**src/rtl/memory_port_arbiter.sv**
```systemverilog
// Two-requester round-robin arbiter for the single hart-to-memory channel.
// One transaction in flight; responses route to the owner; timeouts drain the late reply.
module memory_port_arbiter #(
  parameter int TIMEOUT = 255
) (
  input  logic        clock,
  input  logic        clear,
  input  logic        req0_valid,
  input  logic        req1_valid,
  input  logic [31:0] req0_address,
  input  logic [31:0] req1_address,
  input  logic        req0_write,
  input  logic        req1_write,
  input  logic [31:0] req0_write_data,
  input  logic [31:0] req1_write_data,
  output logic        req0_ready,
  output logic        req1_ready,
  output logic        rsp0_valid,
  output logic        rsp1_valid,
  output logic        rsp0_error,
  output logic        rsp1_error,
  output logic [31:0] rsp0_read_data,
  output logic [31:0] rsp1_read_data,
  input  logic        rsp0_ready,
  input  logic        rsp1_ready,
  output logic        hart_to_memory_controller_valid,
  output logic [31:0] hart_to_memory_controller_address,
  output logic        hart_to_memory_controller_write,
  output logic [31:0] hart_to_memory_controller_write_data,
  input  logic        hart_to_memory_controller_ready,
  input  logic        memory_controller_to_hart_valid,
  input  logic        memory_controller_to_hart_error,
  input  logic [31:0] memory_controller_to_hart_read_data,
  output logic        memory_controller_to_hart_ready,
  output logic        busy,
  output logic        timeout_pulse,
  output logic [1:0]  o_dbg_state
);

  // A zero TIMEOUT still needs a legal one-bit counter; it simply never fires.
  localparam int CW = (TIMEOUT > 0) ? $clog2(TIMEOUT + 1) : 1;

  typedef enum logic [1:0] {
    S_IDLE = 2'd0,
    S_REQ  = 2'd1,
    S_WAIT = 2'd2
  } state_t;

  state_t          r_state;
  state_t          w_next;
  logic            r_grant;
  logic            r_last;
  logic            r_drain;
  logic            r_timeout_pulse;
  logic [CW-1:0]   r_cnt;

  logic            w_req_valid;
  logic            w_rsp_ready;
  logic            w_mem_valid;
  logic            w_accept;
  logic            w_timed_out;
  logic            w_rsp_done;
  logic            w_to_done;
  logic            w_any_req;
  logic            w_arb_grant;

  assign w_mem_valid = memory_controller_to_hart_valid;
  assign w_req_valid = r_grant ? req1_valid : req0_valid;
  assign w_rsp_ready = r_grant ? rsp1_ready : rsp0_ready;
  assign w_any_req   = req0_valid || req1_valid;
  assign w_arb_grant = (req0_valid && req1_valid) ? ~r_last : req1_valid;
  assign w_accept    = (r_state == S_REQ) && w_req_valid &&
                       hart_to_memory_controller_ready;
  // A response arriving on the threshold cycle wins over the timeout.
  assign w_timed_out = (TIMEOUT != 0) && (r_state == S_WAIT) &&
                       (r_cnt == CW'(TIMEOUT)) && !w_mem_valid;
  assign w_rsp_done  = (r_state == S_WAIT) && w_mem_valid && w_rsp_ready;
  assign w_to_done   = w_timed_out && w_rsp_ready;

  always_ff @(posedge clock) begin
    if (!clear) r_state <= S_IDLE;
    else        r_state <= w_next;
  end

  always_comb begin
    w_next = r_state;
    case (r_state)
      S_IDLE: if (!r_drain && w_any_req) w_next = S_REQ;
      S_REQ: begin
        if (!w_req_valid)  w_next = S_IDLE;
        else if (w_accept) w_next = S_WAIT;
      end
      S_WAIT: if (w_rsp_done || w_to_done) w_next = S_IDLE;
      default: w_next = S_IDLE;
    endcase
  end

  always_ff @(posedge clock) begin
    if (!clear) begin
      r_grant         <= 1'b0;
      r_last          <= 1'b1;
      r_drain         <= 1'b0;
      r_cnt           <= '0;
      r_timeout_pulse <= 1'b0;
    end else begin
      r_timeout_pulse <= w_to_done;
      if (r_state == S_IDLE && !r_drain && w_any_req) r_grant <= w_arb_grant;
      if (w_rsp_done || w_to_done) r_last <= r_grant;
      if (w_to_done)                   r_drain <= 1'b1;
      else if (r_drain && w_mem_valid) r_drain <= 1'b0;
      if (w_accept)
        r_cnt <= '0;
      else if (r_state == S_WAIT && r_cnt != CW'(TIMEOUT))
        r_cnt <= r_cnt + CW'(1);
    end
  end

  always_comb begin
    hart_to_memory_controller_valid      = 1'b0;
    hart_to_memory_controller_address    = '0;
    hart_to_memory_controller_write      = 1'b0;
    hart_to_memory_controller_write_data = '0;
    req0_ready     = 1'b0;
    req1_ready     = 1'b0;
    rsp0_valid     = 1'b0;
    rsp1_valid     = 1'b0;
    rsp0_error     = 1'b0;
    rsp1_error     = 1'b0;
    rsp0_read_data = memory_controller_to_hart_read_data;
    rsp1_read_data = memory_controller_to_hart_read_data;
    // Drain swallows exactly one late response; it is only ever set in IDLE.
    memory_controller_to_hart_ready = r_drain;
    case (r_state)
      S_REQ: begin
        hart_to_memory_controller_valid      = w_req_valid;
        hart_to_memory_controller_address    = r_grant ? req1_address : req0_address;
        hart_to_memory_controller_write      = r_grant ? req1_write : req0_write;
        hart_to_memory_controller_write_data = r_grant ? req1_write_data : req0_write_data;
        req0_ready = !r_grant && hart_to_memory_controller_ready;
        req1_ready =  r_grant && hart_to_memory_controller_ready;
      end
      S_WAIT: begin
        memory_controller_to_hart_ready = w_rsp_ready;
        if (!r_grant) begin
          rsp0_valid = w_mem_valid || w_timed_out;
          rsp0_error = w_timed_out || memory_controller_to_hart_error;
          if (w_timed_out) rsp0_read_data = '0;
        end else begin
          rsp1_valid = w_mem_valid || w_timed_out;
          rsp1_error = w_timed_out || memory_controller_to_hart_error;
          if (w_timed_out) rsp1_read_data = '0;
        end
      end
      default: ;
    endcase
  end

  assign busy          = (r_state != S_IDLE) || r_drain;
  assign timeout_pulse = r_timeout_pulse;
  assign o_dbg_state   = r_state;

endmodule

```
**config.mk**
```make
export PLATFORM = sky130hd
export DESIGN_NAME = memory_port_arbiter
export DESIGN_NICKNAME = d
export VERILOG_FILES = /design/src/rtl/memory_port_arbiter.sv
export SDC_FILE = /design/constraint.sdc
export NUM_CORES = 1
export LEC_CHECK = 0
export CORE_AREA = 2 2 121 123
export DETAILED_ROUTE_END_ITERATION = 8
export DIE_AREA = 0 0 123 125
export PLACE_DENSITY = 0.54
export SYNTH_ARGS = -nofsm -noshare
export SYNTH_HDL_FRONTEND = slang
export SYNTH_SLANG_ARGS = --single-unit
```
**constraint.sdc**
```tcl
create_clock -name clock -period 2.45 [get_ports clock]
set_input_delay 0.3675 -clock clock [delete_from_list [all_inputs] [get_ports clock]]
set_output_delay 0.3675 -clock clock [all_outputs]
set_load 0.03 [all_outputs]
```
[Word-level counts from Yosys, hierarchy flattened]
Index checks and enable logic that the tools add are counted.
W data, S select, Z words.
Operators by class
  add/subtract/negate cells: 1
  multiply operators: 0
  bitwise operators: 2
  muxes and demuxes: 33
  reduce and logical (&&, ||, !) cells: 28
  shift-type cells: 0
  div/mod/pow operators: 0
  equal/unequal tests: 7
  order comparisons: 0
Operator list (count)
  $mux W32: 9
  $mux W1: 19
  $logic_and A1 B1 Y1: 15
  $add A8 B1 Y8 const B: 1
  $eq A8 B8 Y1 const B: 1
  $mux W2: 4
  $ne A8 B8 Y1 const B: 1
  $pmux W2 S3: 1
  $logic_or A1 B1 Y1: 5
  $reduce_bool A2 Y1: 2
  $logic_not A1 Y1: 3
  $ne A3 B3 Y1 const B: 1
  $reduce_and A3 Y1: 1
  $eq A2 B1 Y1 const B: 1
  $eq A2 B2 Y1 const B: 1
  $logic_not A2 Y1: 1
  $ne A2 B1 Y1 const B: 1
  $ne A2 B2 Y1 const B: 1
  $not A1 Y1: 2
  $reduce_or A2 Y1: 1
Storage, ports and cells
  bits in latches: 0
  input bits: 171
  ROM bits: 0
  output and inout port bits: 141
  memories: 0
  register bits after elaboration: 14
  bits in writable memories: 0

[Depth between registers and ports, before layout]
Gate-level depths: netlist of run 1.
  depth after elaboration: 7
  depth in mapped cells: 6

[Least setup slack after synthesis of run 1]
No wires, ideal clock.
  kind: reg2out
  from: register r_state[0], in the netlist o_dbg_state[0]
  to: output port rsp0_read_data[0]
  required time: 2.082 ns
  data arrival time: 1.726 ns
  stages on the path, launching flop included: 6
  path slack: 0.356 ns
  cells stage by stage: dfxtp_1 nand2b_1 nor4_4 and2_2 buf_4 nor2b_1
Between the ends
  word-level cells in the longest chain between the ends: 6
Ends and longest elaborated chain
  start: declaration: RTL line 49  | state_t r_state;
  start signal: assignment: RTL line 82  | else r_state <= w_next;
  $eq A2 B2 Y1 (*): RTL line 75, 133
  $logic_and A1 B1 Y1: RTL line 75  | assign w_timed_out = (TIMEOUT != 0) && (r_state == S_WAIT) &&
  $logic_and A1 B1 Y1: RTL line 76  | (r_cnt == CW'(TIMEOUT)) && !w_mem_valid;
  $mux W32: RTL line 147  | if (w_timed_out) rsp0_read_data = '0;
  $mux W32: RTL line 144  | if (!r_grant) begin
  $mux W32 (*): RTL line 133  | case (r_state)
  end: declaration: RTL line 22  | output logic [31:0] rsp0_read_data,
Mark *: on every way between the ends. The rest lies on a longest branch, timed or not.

[Final worst setup path of run 1]
  from: register r_cnt[1]
  to: output port rsp0_read_data[18]
Between the ends
  word-level cells in the longest chain between the ends: 6
Ends and longest elaborated chain
  start: declaration: RTL line 55  | logic [CW-1:0] r_cnt;
  start signal: assignment: RTL line 114  | r_cnt <= r_cnt + CW'(1);
  $eq A8 B8 Y1: RTL line 76
  $logic_and A1 B1 Y1: RTL line 75
  $logic_and A1 B1 Y1: RTL line 76
  $mux W32: RTL line 147
  $mux W32: RTL line 144
  $mux W32: RTL line 133
Every way passes these cells.

==> results of run 1 <==
-- cells in the mapped netlist, types with 4 or more instances --
cell and n:
o211ai_1 4, buf_2 7, nand2_1 9, and2_1 32
nor2b_1 34, o21ai_0 5, clkbuf_1 7, mux2i_1 68
buf_4 6, nor2_1 79, dfxtp_1 14, a21oi_1 5
-- logic make-up after synthesis --
kind of cell    count (synthesis)  synth area share, %
compound gates                 21                 6.63
buf+inv                        24                 5.50
flops                          14                 12.7
simple gates                  175                 41.7
fa+ha+maj                       1                0.567
mux                            69                 31.3
xor+xnor                        4                 1.59
-- tightest hold or removal path: stages, from the launching register on --
cell and delay (ns):
dfxtp_1 0.32, o41ai_1 0.06, o211ai_1 0.09
-- per-stage QoR --
stage | util [%] | std cells | instance area, µm² | power, µW | hold slack, ns
global route | 38.4 | 800 | 5460 | 1740 | 0.553
finish | 38.4 | 800 | 5460 | 1640 | 0.528
CTS | 39.3 | 800 | 5580 | 1670 | 0.528
detailed placement | 39.7 | 796 | 5640 | 1410 | 0.522
floorplan | - | 308 | 2210 | 787 | 0.456
global placement | 39.7 | 796 | 5640 | 1420 | 0.500
-- sequential cells by signal (all words and copies together) (netlist names) --
register       count
timeout_pulse      1
r_drain            1
r_last             1
r_cnt              8
o_dbg_state        2
r_grant            1
-- layout make-up --
type,count,share of cell area (%)
sequential,14,5.21
inverter,3,0.206
multi-input combinational,270,33.2
tap,184,4.22
timing repair buffer,325,55.6
clock buffer,4,1.63
-- power by group through the flow --
stage / Clock, µW / Combinational, µW / Sequential, µW
2_1_floorplan: 0 / 541 / 246
3_3_place_gp: 0 / 1170 / 242
3_5_place_dp: 0 / 1170 / 242
4_1_cts: 343 / 1090 / 238
5_1_grt: 359 / 1140 / 238
6_report: 338 / 1070 / 238
-- metal layers --
| layer | wire [µm] | vias up | track usage (%) |
|---|---|---|---|
| li1 | - | 1647 | - |
| met1 | 4560 | 1429 | 16.1 |
| met2 | 6320 | 179 | 28.7 |
| met3 | 1220 | 2 | 3.51 |
| met4 | 36 | 0 | 1.40 |
| met5 | 0 | - | 0 |
-- how the worst max path moves through the flow --
stage	startpoint	endpoint	depth (start not counted)
after floorplan	o_dbg_state[0]	rsp0_read_data[0]	5
final	r_cnt[1]	rsp0_read_data[18]	7
after CTS	o_dbg_state[0]	hart_to_memory_controller_write_data[17]	4
after global placement	memory_controller_to_hart_valid	rsp0_read_data[25]	6
after global routing	r_cnt[1]	rsp0_read_data[19]	7
after detailed placement	memory_controller_to_hart_valid	rsp0_read_data[25]	6
-- repair_timing --
item,in CTS,in global routing
endpoints found under the setup margin,114,69
pin swaps,0,0
hold buffers,0,0
resized for setup,114,108
gates cloned,0,0
buffers inserted,0,0
==> run summary, run 1 <==
Buf+Inv Stages, Crit Path: 2
Worst-path clk slew: 0.05 ns
Clock sinks: 14
Mapped Nets: 480
WS Path Type: flop to primary output
Synth warnings: 0
Worst slew margin: 70.5%
Static leakage: 0.00251 µW
Final worst path period need: 2.36 ns
Asr flop ratio synth: 0%
Hold endpoint: r_last
VDD IR-drop max: 0.000153 V
Combinational Power Share: 65.0%
Clock power share: 20.5%
Reg2Reg Depth: 5
Row count: 44
Number of flops mapped to enable cells by yosys: 0
CP max-delay cell: dlygate4sd2_1
Part of the cycle the worst path needs: 96.2%
Worst Slack Setup Final: 0.0928 ns
Drt first pass iters: 4
Largest net degree at the start of global routing: 67
Share of Yosys cell area claimed by the top area cell type: 30.8%
Drt wl/cell: 15.2 µm
Unique masters post-synth: 37
Io pins: 312
N_diodes: 0
Commonest non-fill, non-tap cell in the layout: clkdlybuf4s50_1
Vias/cell: 4.07
Via Count: 3,257
Hold wc startpoint: r_last
Hold Path Class: flop to flop
Per-instance average area after synthesis: 7.17 µm²
Setup Slack @ Placement: -0.170 ns
CP max stage delay: 0.35 ns
Switching power of the nets: 651 µW
WL final: 12,100 µm
Clock root cell: clkbuf_16
Layout cells sized above 1: 13.6%
Most frequent cells in the layout: clkdlybuf4s50_1, nor2_1, mux2i_1
Initial antenna violation count: 0
Sw Ratio: 39.6%
Final setup TNS: 0 ns
Initial Util: 15.5%
Vias in the first global route: 3,220
Area of the multi-input gates: 1810 µm²
Final-stage net count: 789
Fillers: 1,475
Main synth FF type: dfxtp_1
Cell Area, Synth: 2210 µm²
Core box area: 14,200 µm²
Slew Limit Fails: 0
Status: completed
ANT nets after route: 0
Die X: 123 µm
Mapped Cells: 308
Slew @ Worst Pin: 0.437 ns
CP startpoint kind: flop
Clock Latency Late Sink: 0.24 ns
Detail Placement HPWL: 10,200 µm
GPL Wtd Cong: 0.807
Flop pwr share: 14.5%
R2r setup slk: 0.76 ns
Die Ht: 125 µm
TritonCTS Buffers: 3
Yosys reg bits: 14
CP Cell Sequence: ha_2 -> nand3_4 -> nor4_4 -> and2_2 -> buf_12 -> nor2b_1 -> dlygate4sd2_1
Post-synthesis sequential area ratio: 12.7%
Achievable frequency: 424 MHz
Grt total ovfl: 0
RR Startpoint: r_grant
CTS tree: done
Pwr/cell area: 301 nW/µm²
Worst setup EP type: primary output
IO Port Bufs: 311
Final setup vio count: 0
CP top delay family: simple AND/OR/NAND/NOR gates
First-pass GRT wire length: 17,800 µm
Hold path cells: 2
Final hold vios: 0
H-tree Lvls: 1
Tot GR Track Use: 14.6%
Die ar.: 15,400 µm²
Largest area contributor in the netlist: mux2i_1
Area grow syn2layout: 147%
Clock tree buffer depth: 2
DRC: 0
Layout Skew: 0.00200 ns
Register area: 284 µm²
Synth top area cells: mux2i_1, nor2_1, dfxtp_1
Critical Path RT: 2.08 ns
WP data arrival: 1.99 ns
Int Pwr: 992 µW
Critical R2R Capture: r_cnt[4]
CP Max Fanout: 32
Iter 0 DRT Violations: 45
Total of max-cap violations: 0
No activity file was read; power rests on OpenSTA's default activity.
==> inputs of run 2 (changes only) <==
CELL_PAD_IN_SITES_DETAIL_PLACEMENT = 1   (was unset)
CELL_PAD_IN_SITES_GLOBAL_PLACEMENT = 2   (was unset)
CORE_AREA = unset   (was 2 2 121 123)
CORE_ASPECT_RATIO = 2   (was unset)
CORE_UTILIZATION = 11   (was unset)
DIE_AREA = unset   (was 0 0 123 125)
PLACE_DENSITY = 0.85   (was 0.54)
SKIP_CTS_REPAIR_TIMING = 1   (was unset)
==> run summary, run 2 (synthesized netlist as in run 1, its figures left out) <==
Pwr/cell area: 287 nW/µm² (-4.6%)
Row count: 73 (+66%)
Int Pwr: 1030 µW (+4.1%)
Total of max-cap violations: 0 (unchanged)
Worst setup EP type: primary output
CP Max Fanout: 32 (unchanged)
WL final: 13,300 µm (+9.4%)
Part of the cycle the worst path needs: 95.9% (-0.33 points)
Io pins: 312 (unchanged)
WP data arrival: 1.98 ns (about the same)
Most frequent cells in the layout: clkdlybuf4s50_1, nor2_1, dlymetal6s2s_1
Max FFs per register: 8 (unchanged)
Area grow syn2layout: 170%
DRC: 0 (unchanged)
GPL Wtd Cong: 0.744 (-7.8%)
CTS tree: done
Slew @ Worst Pin: 0.453 ns (+0.0161 ns)
Sw Ratio: 39.7% (+0.062 points)
Via Count: 3,493 (+7.2%)
Die Ht: 202 µm (+62%)
Clock Latency Late Sink: 0.24 ns (about the same)
Iter 0 DRT Violations: 75 (+67%)
Final worst path period need: 2.35 ns (-0.00815 ns)
Power Total: 1710 µW (+4.2%)
Unrepaired setup endpoints after global routing: false
Vias/cell: 3.90 (-4.2%)
Die X: 102 µm (-17%)
Worst slew margin: 69.5% (-1.0 points)
Layout Skew: 0.00712 ns (+0.00512 ns)
Placed cells: 891 (+12%)
CP startpoint kind: flop
Tot GR Track Use: 12.4% (-2.2 points)
Slew Limit Fails: 0 (unchanged)
TritonCTS Buffers: 3 (unchanged)
Achievable frequency: 426 MHz (+0.35%)
Initial antenna violation count: 0 (unchanged)
Die ar.: 20,700 µm² (+34%)
Final setup vio count: 0 (unchanged)
Clock tree buffer depth: 2 (unchanged)
Hold Path Class: flop to flop
N_diodes: 0 (unchanged)
Clock sinks: 14 (unchanged)
Vias in the first global route: 3,807 (+18%)
Grt total ovfl: 0 (unchanged)
IO Port Bufs: 311 (unchanged)
Core box area: 19,700 µm² (+39%)
Drt first pass iters: 4 (unchanged)
Switching power of the nets: 680 µW (+4.4%)
Layout cells sized above 1: 14.8% (+1.2 points)
Commonest non-fill, non-tap cell in the layout: clkdlybuf4s50_1
WS Path Type: flop to primary output
Detail Placement HPWL: 11,500 µm (+14%)
Worst-path clk slew: 0.05 ns (about the same)
Fillers: 2,370 (+61%)
Drt wl/cell: 14.8 µm (-2.3%)
Flop pwr share: 13.9% (-0.6 points)
ANT nets after route: 0 (unchanged)
Util after Layout: 30.2% (-8.2 points)
Combinational Power Share: 67.5% (+2.5 points)
Final-stage net count: 807 (+2.3%)
First-pass GRT wire length: 19,900 µm (+12%)
Clock power share: 18.5% (-2.0 points)
Top reg by flops: r_cnt
VDD IR-drop max: 0.000290 V (+89%)
Fin cells: 896 (+12%)
Final hold vios: 0 (unchanged)
Status: completed
H-tree Lvls: 1 (unchanged)
Static leakage: 0.00332 µW (+32%)
Largest net degree at the start of global routing: 33 (-51%)
Initial Util: 11.2% (-4.4 points)
Clock root cell: clkbuf_16
Critical Path RT: 2.08 ns (about the same)
-- run 2: power by group through the flow --
stage	clock network [µW]	registers [µW]	logic [µW]
2_1_floorplan	0	246	541
3_3_place_gp	0	244	1210
3_5_place_dp	0	244	1210
5_1_grt	335	240	1230
6_report	318	239	1160
4_1_cts	322	239	1220
-- run 2: final cells by class --
class / instances / area, µm² / area share, %
clock buffer: 4 / 78.8 / 1.32
inverter: 3 / 11.3 / 0.189
multi-input combinational: 270 / 1810 / 30.3
sequential: 14 / 284 / 4.76
tap: 262 / 328 / 5.50
timing repair buffer: 343 / 3450 / 57.9
-- run 2: per-layer routing --
metal | up-vias | global-route usage (%) | part of all wire, %
met1 | 1606 | 11.5 | 31
met5 | - | 0 | 0
met4 | 0 | 2.50 | 1.5
met2 | 193 | 25.6 | 59
li1 | 1682 | - | -
met3 | 12 | 3.32 | 8.9
-- run 2: critical path, stage by stage, from the launching register on --
cell,delay (ns)
dfxtp_1,0.34
ha_2,0.22
nand3_4,0.10
nor4_4,0.30
buf_4,0.17
and2_2,0.16
buf_12,0.18
nor2b_1,0.07
clkbuf_2,0.18
-- run 2: final timing paths --
kind | from | endpoint | slack (ns) | cells after the start
setup / recovery | r_cnt[0] | rsp0_read_data[15] | 0.10 | 8
hold / removal | r_drain | r_drain | 0.53 | 2
setup reg to reg | r_grant | r_cnt[4] | 0.61 | 5
hold reg to reg | r_drain | r_drain | 0.53 | 2
-- run 2: metrics by stage --
| stage | TNS (ns) | hold WS, ns | area, µm² | setup WS (ns) |
|---|---|---|---|---|
| after floorplan | 0 | 0.456 | 2210 | 0.356 |
| final | 0 | 0.533 | 5960 | 0.101 |
| after global routing | 0 | 0.566 | 5960 | 0.00539 |
| after CTS | -20.54 | 0.534 | 5910 | -0.414 |
| after global placement | -16.52 | 0.511 | 5840 | -0.342 |
| after detailed placement | -18.13 | 0.517 | 5840 | -0.384 |
